File: config.mk
export PLATFORM = sky130hd
export DESIGN_NAME = uart_cordic_sequencer
export DESIGN_NICKNAME = d
export VERILOG_FILES = /design/src/rtl/uart_cordic_sequencer.sv
export SDC_FILE = /design/constraint.sdc
export NUM_CORES = 1
export LEC_CHECK = 0
export ABC_AREA = 1
export CORE_MARGIN = 3
export CORE_UTILIZATION = 45
export CTS_BUF_LIST = sky130_fd_sc_hd__clkbuf_2
export CTS_CLUSTER_DIAMETER = 100
export DETAILED_ROUTE_END_ITERATION = 8
export DONT_BUFFER_PORTS = 1
export PLACE_DENSITY = 0.67
export SYNTH_ARGS = -nofsm -noshare
export SYNTH_HDL_FRONTEND = slang
export SYNTH_SLANG_ARGS = --single-unit
File: constraint.sdc
create_clock -name i_clk -period 1.5 [get_ports i_clk]
set_input_delay 0.225 -clock i_clk [delete_from_list [all_inputs] [get_ports i_clk]]
set_output_delay 0.225 -clock i_clk [all_outputs]
set_load 0.1 [all_outputs]
File: src/rtl/uart_cordic_sequencer.sv
// Frame-level controller between the UART byte link and the CORDIC core:
// parses angle requests, runs one CORDIC computation, returns sin/cos frames.
//
// state  | meaning
// IDLE   | hunting for request header
// ANG_HI | waiting for angle MSB
// ANG_LO | waiting for angle LSB
// START  | one-cycle CORDIC start pulse
// WAIT   | waiting for CORDIC done or timeout
// TX     | sending 5-byte response
// ERR_TX | sending single error byte
module uart_cordic_sequencer #(
  parameter int         RX_TIMEOUT_CYC = 100_000,
  parameter int         CORDIC_TMO_CYC = 1_024,
  parameter logic [7:0] HDR_REQ        = 8'hA5,
  parameter logic [7:0] HDR_RSP        = 8'h5A,
  parameter logic [7:0] ERR_RSP        = 8'hEE
) (
  input  logic        i_clk,
  input  logic        i_rst_n,
  input  logic [7:0]  i_rx_data,
  input  logic        i_rx_valid,
  input  logic        i_rx_err,
  output logic [7:0]  o_tx_data,
  output logic        o_tx_valid,
  input  logic        i_tx_ready,
  output logic        o_cordic_start,
  output logic [15:0] o_cordic_angle,
  input  logic        i_cordic_done,
  input  logic [15:0] i_cordic_sin,
  input  logic [15:0] i_cordic_cos,
  output logic        o_busy,
  output logic [7:0]  o_err_cnt
);

  localparam logic [2:0] S_IDLE   = 3'd0;
  localparam logic [2:0] S_ANG_HI = 3'd1;
  localparam logic [2:0] S_ANG_LO = 3'd2;
  localparam logic [2:0] S_START  = 3'd3;
  localparam logic [2:0] S_WAIT   = 3'd4;
  localparam logic [2:0] S_TX     = 3'd5;
  localparam logic [2:0] S_ERR_TX = 3'd6;

  // One down-counter serves both the byte-gap and CORDIC timeouts; they never overlap.
  localparam int TMR_MAX = (RX_TIMEOUT_CYC > CORDIC_TMO_CYC) ? RX_TIMEOUT_CYC : CORDIC_TMO_CYC;
  localparam int TMR_W   = $clog2(TMR_MAX + 1);
  localparam logic [TMR_W-1:0] GAP_LOAD = TMR_W'(RX_TIMEOUT_CYC - 1);
  localparam logic [TMR_W-1:0] TMO_LOAD = TMR_W'(CORDIC_TMO_CYC - 1);

  logic [2:0]       state, state_d;
  logic [TMR_W-1:0] tmr, tmr_d;
  logic [15:0]      angle_q, angle_d;
  logic [15:0]      sin_q, sin_d;
  logic [15:0]      cos_q, cos_d;
  logic [2:0]       idx, idx_d;
  logic [7:0]       err_cnt;
  logic             err_inc;
  logic [7:0]       tx_byte;

  always_comb begin
    state_d = state;
    tmr_d   = tmr;
    angle_d = angle_q;
    sin_d   = sin_q;
    cos_d   = cos_q;
    idx_d   = idx;
    err_inc = 1'b0;
    case (state)
      S_IDLE: begin
        if (i_rx_err) begin
          err_inc = 1'b1;
        end else if (i_rx_valid && (i_rx_data == HDR_REQ)) begin
          state_d = S_ANG_HI;
          tmr_d   = GAP_LOAD;
        end
      end
      S_ANG_HI, S_ANG_LO: begin
        if (i_rx_err) begin
          err_inc = 1'b1;
          state_d = S_IDLE;
        end else if (i_rx_valid) begin
          tmr_d = GAP_LOAD;
          if (state == S_ANG_HI) begin
            angle_d[15:8] = i_rx_data;
            state_d       = S_ANG_LO;
          end else begin
            angle_d[7:0] = i_rx_data;
            state_d      = S_START;
          end
        end else if (tmr == '0) begin
          err_inc = 1'b1;
          state_d = S_IDLE;
        end else begin
          tmr_d = tmr - 1'b1;
        end
      end
      S_START: begin
        tmr_d   = TMO_LOAD;
        state_d = S_WAIT;
      end
      S_WAIT: begin
        // A done arriving on the timeout cycle still wins.
        if (i_cordic_done) begin
          sin_d   = i_cordic_sin;
          cos_d   = i_cordic_cos;
          idx_d   = 3'd0;
          state_d = S_TX;
        end else if (tmr == '0) begin
          err_inc = 1'b1;
          state_d = S_ERR_TX;
        end else begin
          tmr_d = tmr - 1'b1;
        end
      end
      S_TX: begin
        if (i_tx_ready) begin
          if (idx == 3'd4) state_d = S_IDLE;
          else             idx_d   = idx + 3'd1;
        end
      end
      S_ERR_TX: begin
        if (i_tx_ready) state_d = S_IDLE;
      end
      default: state_d = S_IDLE;
    endcase
    // No frame buffering: any RX activity while the core or TX path is owned is an error.
    if (((state == S_START) || (state == S_WAIT) || (state == S_TX) || (state == S_ERR_TX)) &&
        (i_rx_valid || i_rx_err)) begin
      err_inc = 1'b1;
    end
  end

  always_ff @(posedge i_clk or negedge i_rst_n) begin
    if (!i_rst_n) begin
      state   <= S_IDLE;
      tmr     <= '0;
      angle_q <= 16'h0000;
      sin_q   <= 16'h0000;
      cos_q   <= 16'h0000;
      idx     <= 3'd0;
      err_cnt <= 8'h00;
    end else begin
      state   <= state_d;
      tmr     <= tmr_d;
      angle_q <= angle_d;
      sin_q   <= sin_d;
      cos_q   <= cos_d;
      idx     <= idx_d;
      if (err_inc && (err_cnt != 8'hFF)) err_cnt <= err_cnt + 8'd1;
    end
  end

  always_comb begin
    tx_byte = 8'h00;
    case (idx)
      3'd0:    tx_byte = HDR_RSP;
      3'd1:    tx_byte = sin_q[15:8];
      3'd2:    tx_byte = sin_q[7:0];
      3'd3:    tx_byte = cos_q[15:8];
      3'd4:    tx_byte = cos_q[7:0];
      default: tx_byte = 8'h00;
    endcase
  end

  // Outputs decode straight from state so reset clears them asynchronously.
  assign o_tx_data      = (state == S_TX) ? tx_byte : ((state == S_ERR_TX) ? ERR_RSP : 8'h00);
  assign o_tx_valid     = (state == S_TX) || (state == S_ERR_TX);
  assign o_cordic_start = (state == S_START);
  assign o_cordic_angle = angle_q;
  assign o_busy         = (state != S_IDLE);
  assign o_err_cnt      = err_cnt;

endmodule

==> results.md, run 1 <==
* PwrDens at 1971 nW/µm²
* Setup WS post-layout at -1013 ps
* Number of synthesized flops with an enable pin at 0
* Fraction of registers with async set/reset at 1.000
* Worst setup path category: reg -> out
* First-pass GRT wire length at between 20 and 25 mm
* Power share of the clock group at 0.086
* Crit share post-route at 1.676
* Slew HR at 0.7201
* Largest net degree at the start of global routing at 80
* Crit path required time at 1270 ps
* GRT Residual Overflow at 0
* Status: complete, but fails checks
* Slew @ Worst Pin at between 400 and 500 ps
* Vias in the first global route at approximately 4900
* Simple-Gate Fraction of Synth Area at 0.2741
* Setup crit start kind: register
* Vias per cell at just under 6
* Clock Sinks at just under 80
* Final wirelength at between 15 and 20 mm
* Place WS at -365.4 ps
* GP Congestion at 0.9020
* Hold_ws at -754.0 ps
* CP endpoint kind: output pin
* TritonCTS buffer count at 9
* Endpoints failing setup at 82
* Initial antenna violation count at 0
* # Max-Cap Violations at 0
* TritonRoute pass-1 iters at 7
* Sequential element share of the synthesized area at 0.4498
* GRT Total Usage at 0.2838
* Synth Cell Area at 4395 µm²
* Final net count at roughly 770
* Total power at 15.00 mW
* Achievable frequency at 0.3979 GHz
* VDD IR max at approximately 1.2 mV
* Reg clk slew, reported paths at 310 ps
* Top Ports at 81
* Avg Synthesized Cell Area at ~8.4 µm²
* Synth warn at 0
* Seq cells post-synth at 79
* Syn_nets at ~580
* Htree depth at 3
* Sw Share at 0.5205
* Hold crit path type: in -> async
* Yosys cell types at 41
* DR DRC count at 0
* Comb pwr share at 0.623
* Dpl cells at 739
* Seq pwr share at 0.291
* Clock tree buffer depth at 2
* Post-synth top area cell: dfrtp_1
* Failing checks: hold timing, setup timing
* Crit path arrival time at ~2300 ps
* Fillcell total at 468
* Final Util at 0.8122
* Static Leakage at 3.629 nW
* Initial detailed-routing violation count at 464
* Initial core utilization at 0.4690
* Die height at 104.8 µm
* Mux cell area share after synthesis at 0.07686
* Vias at 4986
* Synth Area in Adders at 0.02277
* Skew-Pair Late Insertion Delay at 610 ps
* P_int at 7.193 mW
* Top-count cell post-synth: nand2_1
* Non-Filler Instances at 848
* Switching power at 7.807 mW
* Clk root buf: clkbuf_2
* Core area at about 9400 µm²
* Die width at between 100 and 150 µm
* Area growth syn-to-layout at 73.16%
* Main combinational cell family by area after synthesis: simple AND/OR/NAND/NOR gates
* Final slew viol count at 0
* WL/cell at 22.83 µm
* Routed Antenna Nets at 0
* Port Buffers at 0
* Syn Inst Count at 523
* CTS tree: done
* Top-area cell type share of the netlist area at 0.4498
* Leading post-synthesis cells by cell area: dfrtp_1, nand2_1, nand3_1
* Ys flop type: dfrtp_1
* Crit Path Max Fanout at 5
* Share of layout cells above drive strength 1 at 0.5035
* RSZ-0062 raised after global routing: yes
* Final Hold Vio Count at 79
* Post-layout min period at around 2500 ps
* Die area at ~11000 µm²
* CTS hold repair buffers at 43
* Detailed placement HPWL at 8.335 mm
* Row count at 35
* Clk_skew at 64.75 ps
* Synth Area in XOR/XNOR at 0.02590
* Commonest cells in the netlist: nand2_1, dfrtp_1, inv_1
* Post-synthesis compound-gate area fraction at 0.07942
* Antenna fix cells at 0
## path summary, 6_finish.rpt
| kind | start | endpoint | slack, ps | cells after the start |
|---|---|---|---|---|
| max in group asynchronous | i_rst_n | state[1] | 2050 | 0 |
| min in group i_clk | i_cordic_done | sin_q[2] | 10 | 3 |
| min | i_rst_n | o_err_cnt[1] | -750 | 0 |
| max reg2reg | idx[0] | state[2] | -510 | 13 |
| max | idx[0] | o_tx_data[2] | -1010 | 8 |
| min reg2reg | o_cordic_angle[2] | o_cordic_angle[2] | 550 | 2 |
## power groups by stage
stage	Combinational [mW]	Sequential [mW]	Clock, mW
final	9.35	4.36	1.29
after global routing	9.66	4.41	1.37
after CTS	7.41	4.16	1.21
after detailed placement	6.00	4.14	0
after global placement	5.86	4.11	0
after floorplan	3.12	5.22	0
## stage by stage
step	instance area (µm²)	hold slack [ps]	setup TNS [ps]
finish	7611	-754.0	-32680
global route	7611	-785.1	-36000
CTS	6934	-699.4	-17310
detailed placement	5588	-67.67	-6137
global placement	5588	-67.96	-4228
floorplan	4651	-70.59	-3190
## what timing repair did
item / 4_1_cts / 5_1_grt
pin swaps: 32 / 53
gates resized for setup: 146 / 130
cloned: 4 / 1
hold endpoints to repair: 134 / 79
buffers inserted: 26 / 25
setup endpoints to repair: 84 / 98
## placed cells by master, fill, tap and decap left out, drive strengths merged, types with 11 or more instances in the layout
master	instances
mux2	27
xor2	11
nand2	164
nand3	50
a21oi	12
nor2	45
o21ai	31
inv	54
buf	148
dlygate4sd3	43
dfrtp	79
## critical path, stage by stage, from the launching register on
cell     delay [ps]
dfrtp_1         480
ha_2            220
ha_4            190
buf_6           140
nand2_2          90
nand3_4          90
a21oi_4         200
o21ai_4         110
buf_12          170
## sequential cells by signal, indices dropped and copies added, names as in the netlist
signal	cells
tmr	17
cos_q	16
o_cordic_angle	16
sin_q	16
o_err_cnt	8
idx	3
state	3
## routing by layer
| layer | share of wire | global-route usage | vias up |
|---|---|---|---|
| met4 | 0.067 | 0.1303 | 0 |
| met5 | 0 | 0 | - |
| met3 | 0.083 | 0.06053 | 129 |
| met2 | 0.51 | 0.5188 | 384 |
| met1 | 0.34 | 0.3125 | 2387 |
| li1 | - | - | 2086 |
## logic make-up (layout without fill, tap and decap cells)
kind of cell,count (synthesis),after routing
AO/OA/AOI/OAI,58,58
XOR/XNOR,13,13
adder cells (fa/ha/maj),8,8
buffers and inverters,69,264
flip-flops,79,79
multiplexers,27,27
AND/OR/NAND/NOR,269,270
## cell type report
cell class	count	area, µm²	share of cell area
multi-input combinational	376	2957	0.3885
timing repair buffer	192	2082	0.2735
sequential	79	2022	0.2657
inverter	56	271.5	0.03567
tap	129	161.4	0.02121
clock inverter	7	72.57	0.009535
clock buffer	9	45.04	0.005918
Note: power is estimated with default switching activity, not from simulation.
==> inputs of run 2 (changes only) <==
--- a/config.mk
+++ b/config.mk
@@ -6,13 +6,14 @@
 export NUM_CORES = 1
 export LEC_CHECK = 0
 export ABC_AREA = 1
-export CORE_MARGIN = 3
+export CORE_MARGIN = 1
 export CORE_UTILIZATION = 45
 export CTS_BUF_LIST = sky130_fd_sc_hd__clkbuf_2
 export CTS_CLUSTER_DIAMETER = 100
 export DETAILED_ROUTE_END_ITERATION = 8
 export DONT_BUFFER_PORTS = 1
 export PLACE_DENSITY = 0.67
+export SKIP_LAST_GASP = 1
 export SYNTH_ARGS = -nofsm -noshare
 export SYNTH_HDL_FRONTEND = slang
 export SYNTH_SLANG_ARGS = --single-unit
==> results.md, run 2 (synthesis results as in run 1) <==
* Status: complete, but fails checks (unchanged)
* Failing checks: hold timing, setup timing (unchanged)
* Fillcell total at 494 (was 468)
* DR DRC count at 0 (unchanged)
* Setup crit start kind: register (unchanged)
* Max reg flops at 17 (unchanged)
* FF/Latch Area at 2026 µm² (was 2022 µm²)
* Switching power at 7.554 mW (was 7.807 mW)
* Port Buffers at 0 (unchanged)
* CTS tree: done (unchanged)
* Vias at 4691 (was 4986)
* Endpoints failing setup at 76 (was 82)
* Hold_ws at -711.1 ps (was -754.0 ps)
* Total power at 14.50 mW (was 15.00 mW)
* Post-layout min period at 2471 ps (was 2513 ps)
* Core area at 9371 µm² (unchanged)
* Clk_skew at 20.51 ps (was 64.75 ps)
* Peak per-stage delay on the critical path at 480 ps (about the same)
* First-pass GRT wire length at 22.07 mm (was 24.85 mm)
* PwrDens at 1959 nW/µm² (was 1971 nW/µm²)
* Crit-path slowest cell: dfrtp_1 (unchanged)
* Vias per cell at 5.625 (was 5.880)
* Clock tree buffer depth at 2 (unchanged)
* Setup slack, reg-to-reg at -450 ps (was -510 ps)
* Place WS at -386.1 ps (was -365.4 ps)
* Final net count at 754 (was 768)
* Die height at 100.8 µm (was 104.8 µm)
* Most common cell after layout, fill and taps aside: nand2_1 (unchanged)
* Skew-Pair Late Insertion Delay at 580 ps (was 610 ps)
* Row count at 35 (unchanged)
* Most frequent cells in the layout: nand2_1, buf_4, dfrtp_1 (unchanged)
* Clock Sinks at 79 (unchanged)
* RSZ-0062 raised after global routing: yes (unchanged)
* Die width at 100.8 µm (was 104.8 µm)
* Multi-input gate area at 2908 µm² (was 2957 µm²)
* Crit-path cells: ha_2 > ha_4 > nand2_1 > nand2_1 > a211oi_2 > o21ai_4 > buf_12 (was ha_2 > ha_4 > buf_6 > nand2_2 > nand3_4 > a21oi_4 > o21ai_4 > buf_12)
* Crit path required time at 1270 ps (about the same)
* Initial antenna violation count at 0 (unchanged)
* GP Congestion at 0.8867 (was 0.9020)
* Detailed placement HPWL at 8.029 mm (was 8.335 mm)
* GRT Total Usage at 0.2841 (was 0.2838)
* Top reg by flops: tmr (unchanged)
* Worst setup path category: reg -> out (unchanged)
* Vias in the first global route at 4611 (was 4939)
* Sw Share at 0.5208 (was 0.5205)
* VDD IR max at 1.223 mV (was 1.184 mV)
* Antenna fix cells at 0 (unchanged)
* Final slew viol count at 0 (unchanged)
* Initial detailed-routing violation count at 405 (was 464)
* TritonRoute pass-1 iters at 6 (was 7)
* Reg clk slew, reported paths at 280 ps (was 310 ps)
* Clk root buf: clkbuf_2 (unchanged)
* Static Leakage at 3.521 nW (was 3.629 nW)
* WL/cell at 20.50 µm (was 22.83 µm)
* Seq pwr share at 0.305 (was 0.291)
* P_int at 6.950 mW (was 7.193 mW)
* TritonCTS buffer count at 9 (unchanged)
* Setup WS post-layout at -971.2 ps (was -1013 ps)
* Final Hold Vio Count at 79 (unchanged)
* Achievable frequency at 0.4047 GHz (was 0.3979 GHz)
* Largest net degree at the start of global routing at 80 (unchanged)
* CP most frequent cell: nand2_1
* Crit path arrival time at 2250 ps (was 2290 ps)
* Crit Path Max Fanout at 5 (unchanged)
* Slew @ Worst Pin at 491.0 ps (was 416.7 ps)
* Hold crit path type: in -> async (unchanged)
* Slew HR at 0.6692 (was 0.7201)
* Routed Antenna Nets at 0 (unchanged)
* Crit share post-route at 1.647 (was 1.676)
* # Max-Cap Violations at 0 (unchanged)
* Die area at 10170 µm² (was 10990 µm²)
* Comb pwr share at 0.602 (was 0.623)
* CP endpoint kind: output pin (unchanged)
* GRT Residual Overflow at 0 (unchanged)
* Share of layout cells above drive strength 1 at 0.4965 (was 0.5035)
* Final wirelength at 17.10 mm (was 19.36 mm)
* Initial core utilization at 0.4690 (unchanged)
* Htree depth at 3 (unchanged)
* Power share of the clock group at 0.093 (was 0.086)
* Top Ports at 81 (unchanged)
* Area growth syn-to-layout at 68.43% (was 73.16%)
## run 2: changes by cell type in the layout (fill, tap and decap cells not counted), moves of 4 or more
cell / previous run / this run
buf_4: 78 / 74
nand3_1: 28 / 24
inv_4: 2 / 6
buf_6: 40 / 30
nand3_2: 12 / 16
inv_6: 5 / 1
nor2_4: 12 / 8
## run 2: worst paths after layout
path | endpoint | cells past startpoint | start
setup / recovery | o_tx_data[3] | 7 | idx[1]
hold reg to reg | cos_q[4] | 1 | cos_q[4]
hold / removal | cos_q[15] | 0 | i_rst_n
setup reg to reg | state[1] | 14 | idx[0]
min in group i_clk | tmr[15] | 4 | i_rx_err
max in group asynchronous | tmr[16] | 0 | i_rst_n
## run 2: layer usage
layer / part of all wire / GRT usage / vias up
li1: - / - / 2056
met1: 0.37 / 0.3047 / 2299
met2: 0.52 / 0.5205 / 250
met3: 0.056 / 0.07143 / 86
met4: 0.054 / 0.1360 / 0
met5: 0 / 0 / -
## run 2: area by class of cell
class	instances	area share
clock buffers	9	0.006084
clock inverters	7	0.01082
inverters	56	0.03397
multi-input cells	376	0.3928
flip-flops and latches	79	0.2736
well taps	129	0.02180
repair buffers	178	0.2609
## run 2: metrics by stage
stage	setup TNS, ps	std cells	instance area, µm²	utilization
CTS	-18970	815	6789	0.7244
detailed placement	-6721	735	5570	0.5944
global route	-32340	834	7403	0.7900
finish	-28620	834	7403	0.7900
global placement	-4926	735	5570	0.5944
floorplan	-3190	523	4651	-
## run 2: power by group through the flow
stage | registers, mW | clock network, mW | logic (mW)
floorplan | 5.22 | 0 | 3.12
detailed placement | 4.23 | 0 | 5.91
finish | 4.42 | 1.35 | 8.74
CTS | 4.27 | 1.28 | 7.09
global route | 4.47 | 1.41 | 9.09
global placement | 4.20 | 0 | 5.74
## run 2: worst max-delay path: cells and delay by family (launching register included)
| family | cells | cell delay [ps] |
|---|---|---|
| flops | 1 | 480 |
| buf+inv | 1 | 170 |
| fa+ha+maj | 2 | 390 |
| compound gates | 2 | 400 |
| simple gates | 2 | 220 |
## run 2: timing repair
action | 4_1_cts | 5_1_grt
pin swaps | 28 | 48
gates cloned | 5 | 1
gates resized for setup | 120 | 122
endpoints found under the setup margin | 88 | 97
hold buffers | 42 | 2
buffers inserted | 18 | 20
hold endpoints to repair | 133 | 82
==> inputs of run 3 (changes only) <==
--- a/config.mk
+++ b/config.mk
@@ -5,7 +5,6 @@
 export SDC_FILE = /design/constraint.sdc
 export NUM_CORES = 1
 export LEC_CHECK = 0
-export ABC_AREA = 1
 export CORE_MARGIN = 1
 export CORE_UTILIZATION = 45
 export CTS_BUF_LIST = sky130_fd_sc_hd__clkbuf_2
==> results.md, run 3 <==
* Status: complete, but fails checks (unchanged)
* Failing checks: hold timing, setup timing (unchanged)
* Crit path required time at 1270 ps (about the same)
* Die area at 9900 µm² (was 10170 µm²)
* Post-synthesis compound-gate area fraction at 0.1889 (was 0.07942)
* TritonRoute pass-1 iters at 6 (unchanged)
* Sequential element share of the synthesized area at 0.4621 (was 0.4498)
* Post-synth top area cell: dfrtp_1 (unchanged)
* Worst setup path category: reg -> out (unchanged)
* Initial detailed-routing violation count at 354 (was 405)
* Top-area cell type share of the netlist area at 0.4621 (was 0.4498)
* Crit-path slowest cell: dfrtp_1 (unchanged)
* RSZ-0062 raised after global routing: yes (unchanged)
* VDD IR max at 1.999 mV (was 1.223 mV)
* Die height at 99.50 µm (was 100.8 µm)
* Port Buffers at 0 (unchanged)
* Crit path arrival time at 2630 ps (was 2250 ps)
* Top-count cell post-synth: dfrtp_1 (was nand2_1)
* PwrDens at 2109 nW/µm² (was 1959 nW/µm²)
* Top reg by flops: tmr (unchanged)
* Share of layout cells above drive strength 1 at 0.5860 (was 0.4965)
* CP endpoint kind: output pin (unchanged)
* Dpl cells at 627 (was 735)
* Total power at 15.90 mW (was 14.50 mW)
* # Max-Cap Violations at 0 (unchanged)
* Clk_skew at 57.72 ps (was 20.51 ps)
* Slew HR at 0.6805 (was 0.6692)
* Crit Path Max Fanout at 4 (was 5)
* Routed Antenna Nets at 0 (unchanged)
* Post-layout min period at 2855 ps (was 2471 ps)
* Final instance area at 7540 µm² (was 7403 µm²)
* Initial core utilization at 0.4630 (was 0.4690)
* Htree depth at 3 (unchanged)
* DR DRC count at 0 (unchanged)
* CTS hold repair buffers at 41 (was 42)
* Synth Area in XOR/XNOR at 0.006142 (was 0.02590)
* Skew-Pair Late Insertion Delay at 600 ps (was 580 ps)
* Static Leakage at 3.247 nW (was 3.521 nW)
* Placed cell area at 5951 µm² (was 5570 µm²)
* Non-Filler Instances at 728 (was 834)
* Synth Area in Adders at 0.03071 (was 0.02277)
* GP Congestion at 0.8344 (was 0.8867)
* Antenna fix cells at 0 (unchanged)
* First-pass GRT wire length at 22.89 mm (was 22.07 mm)
* Place WS at -477.8 ps (was -386.1 ps)
* Hold crit path type: in -> async (unchanged)
* Crit share post-route at 1.903 (was 1.647)
* FF/Latch Area at 2003 µm² (was 2026 µm²)
* Area growth syn-to-layout at 76.25% (was 68.43%)
* Synth warn at 0 (unchanged)
* Number of synthesized flops with an enable pin at 0 (unchanged)
* Top Ports at 81 (unchanged)
* Fillcell total at 459 (was 494)
* TritonCTS buffer count at 9 (unchanged)
* Syn_nets at 444 (was 577)
* Yosys cell types at 74 (was 41)
* Most frequent cells in the layout: buf_4, dfrtp_1, buf_6 (was nand2_1, buf_4, dfrtp_1)
* Final slew viol count at 0 (unchanged)
* GRT Residual Overflow at 0 (unchanged)
* Most common cell after layout, fill and taps aside: buf_4 (was nand2_1)
* CTS tree: done (unchanged)
* Setup crit start kind: register (unchanged)
* Worst path depth at 8 (was 7)
* Hold_ws at -738.4 ps (was -711.1 ps)
* Synth Cell Area at 4278 µm² (was 4395 µm²)
* Main combinational cell family by area after synthesis: compound AO/OA/AOI/OAI gates (was simple AND/OR/NAND/NOR gates)
* Crit-path cells: buf_6 > ha_4 > ha_4 > buf_12 > a221oi_2 > buf_4 > o21ai_4 > buf_12 (was ha_2 > ha_4 > nand2_1 > nand2_1 > a211oi_2 > o21ai_4 > buf_12)
* Initial antenna violation count at 0 (unchanged)
* Core area at 9240 µm² (was 9371 µm²)
* Vias in the first global route at 4503 (was 4611)
* Simple-Gate Fraction of Synth Area at 0.1413 (was 0.2741)
* Ys flop type: dfrtp_1 (unchanged)
* Reg2Reg Depth at 10 (was 14)
* Vias at 4472 (was 4691)
* Mux cell area share after synthesis at 0.1348 (was 0.07686)
* Endpoints failing setup at 95 (was 76)
* Final net count at 648 (was 754)
* WP buf/inv at 4 (was 1)
* Slew @ Worst Pin at 474.2 ps (was 491.0 ps)
* Commonest cells in the netlist: dfrtp_1, mux2_2, o21ai_0 (was nand2_1, dfrtp_1, inv_1)
* Final Hold Vio Count at 80 (was 79)
* Achievable frequency at 0.3503 GHz (was 0.4047 GHz)
* Fraction of registers with async set/reset at 1.000 (unchanged)
* Multi-input gate area at 2943 µm² (was 2908 µm²)
* Syn Inst Count at 390 (was 523)
* Avg Synthesized Cell Area at 10.97 µm² (was 8.404 µm²)
* Seq cells post-synth at 79 (unchanged)
* Leading post-synthesis cells by cell area: dfrtp_1, mux2_2, o21ai_0 (was dfrtp_1, nand2_1, nand3_1)
* Clock Sinks at 79 (unchanged)
* Vias per cell at 6.143 (was 5.625)
* Die width at 99.50 µm (was 100.8 µm)
* Setup WS post-layout at -1355 ps (was -971.2 ps)
* CP delay by family, top: buffers and inverters (was flip-flops)
* Clk root buf: clkbuf_2 (unchanged)
* Final wirelength at 17.91 mm (was 17.10 mm)
* GRT Total Usage at 0.3022 (was 0.2841)
* Row count at 35 (unchanged)
* Detailed placement HPWL at 8.196 mm (was 8.029 mm)
* Max reg flops at 17 (unchanged)
* Reg clk slew, reported paths at 290 ps (was 280 ps)
* Largest net degree at the start of global routing at 80 (unchanged)
* WL/cell at 24.60 µm (was 20.50 µm)
* Clock tree buffer depth at 2 (unchanged)
* Peak per-stage delay on the critical path at 490 ps (was 480 ps)
## run 3: cell count changes in the layout (fill, tap and decap cells not counted), sizes merged, moves of 8 or more
cell,before,now
a21oi,12,22
mux2,27,50
buf,133,169
inv,57,15
a31oi,0,9
nand2,164,20
nor2b,0,8
nor2,45,17
nand3,50,10
xor2,11,0
## run 3: cell type report
class,count,share of cell area
inverters,15,0.008131
flip-flops and latches,79,0.2657
multi-input cells,278,0.3903
repair buffers,211,0.2989
clock buffers,10,0.006638
clock inverters,6,0.008961
well taps,129,0.02141
## run 3: cell families (layout without fill, tap and decap cells)
family | count (synthesis) | count (layout)
AO/OA/AOI/OAI | 115 | 115
AND/OR/NAND/NOR | 97 | 98
flip-flops | 79 | 79
multiplexers | 51 | 51
buffers and inverters | 34 | 242
adder cells (fa/ha/maj) | 11 | 11
XOR/XNOR | 3 | 3
## run 3: where the power goes
part | internal, mW | total, mW | switching (mW)
Combinational | 4.52 | 10.6 | 6.10
Clock | 0.399 | 1.30 | 0.905
Sequential | 3.09 | 3.98 | 0.892
Total | 8.01 | 15.9 | 7.90
## run 3: per-stage QoR
stage                     hold slack [ps]    util  TNS [ps]
final                              -738.4  0.8160    -42760
after global placement             -66.70  0.6440    -19040
after detailed placement           -66.72  0.6440    -20670
after CTS                          -692.8  0.7754    -32450
after global routing               -792.9  0.8160    -48330
after floorplan                    -70.59       -    -11900
## run 3: worst paths after layout
kind	from	end	slack, ps
worst min-delay path	i_rst_n	cos_q[7]	-740
worst min register to register	o_cordic_angle[13]	o_cordic_angle[13]	550
worst max-delay path	idx[1]	o_tx_data[6]	-1350
min in group i_clk	i_rx_err	state[0]	0
max in group asynchronous	i_rst_n	o_cordic_angle[2]	2080
worst max register to register	state[2]	tmr[6]	-790
## run 3: metal layers
layer | GRT usage | vias up | wire length (µm)
met2 | 0.5235 | 280 | 8959
met5 | 0 | - | 0
met1 | 0.3544 | 2197 | 6576
li1 | - | 1890 | -
met3 | 0.05060 | 105 | 1115
met4 | 0.1765 | 0 | 1259
## run 3: timing repair
action | CTS | global route
setup endpoints to repair | 94 | 109
pin swaps | 20 | 20
hold endpoints to repair | 130 | 79
resized for setup | 88 | 101
gates cloned | 6 | 1
setup buffers | 32 | 18
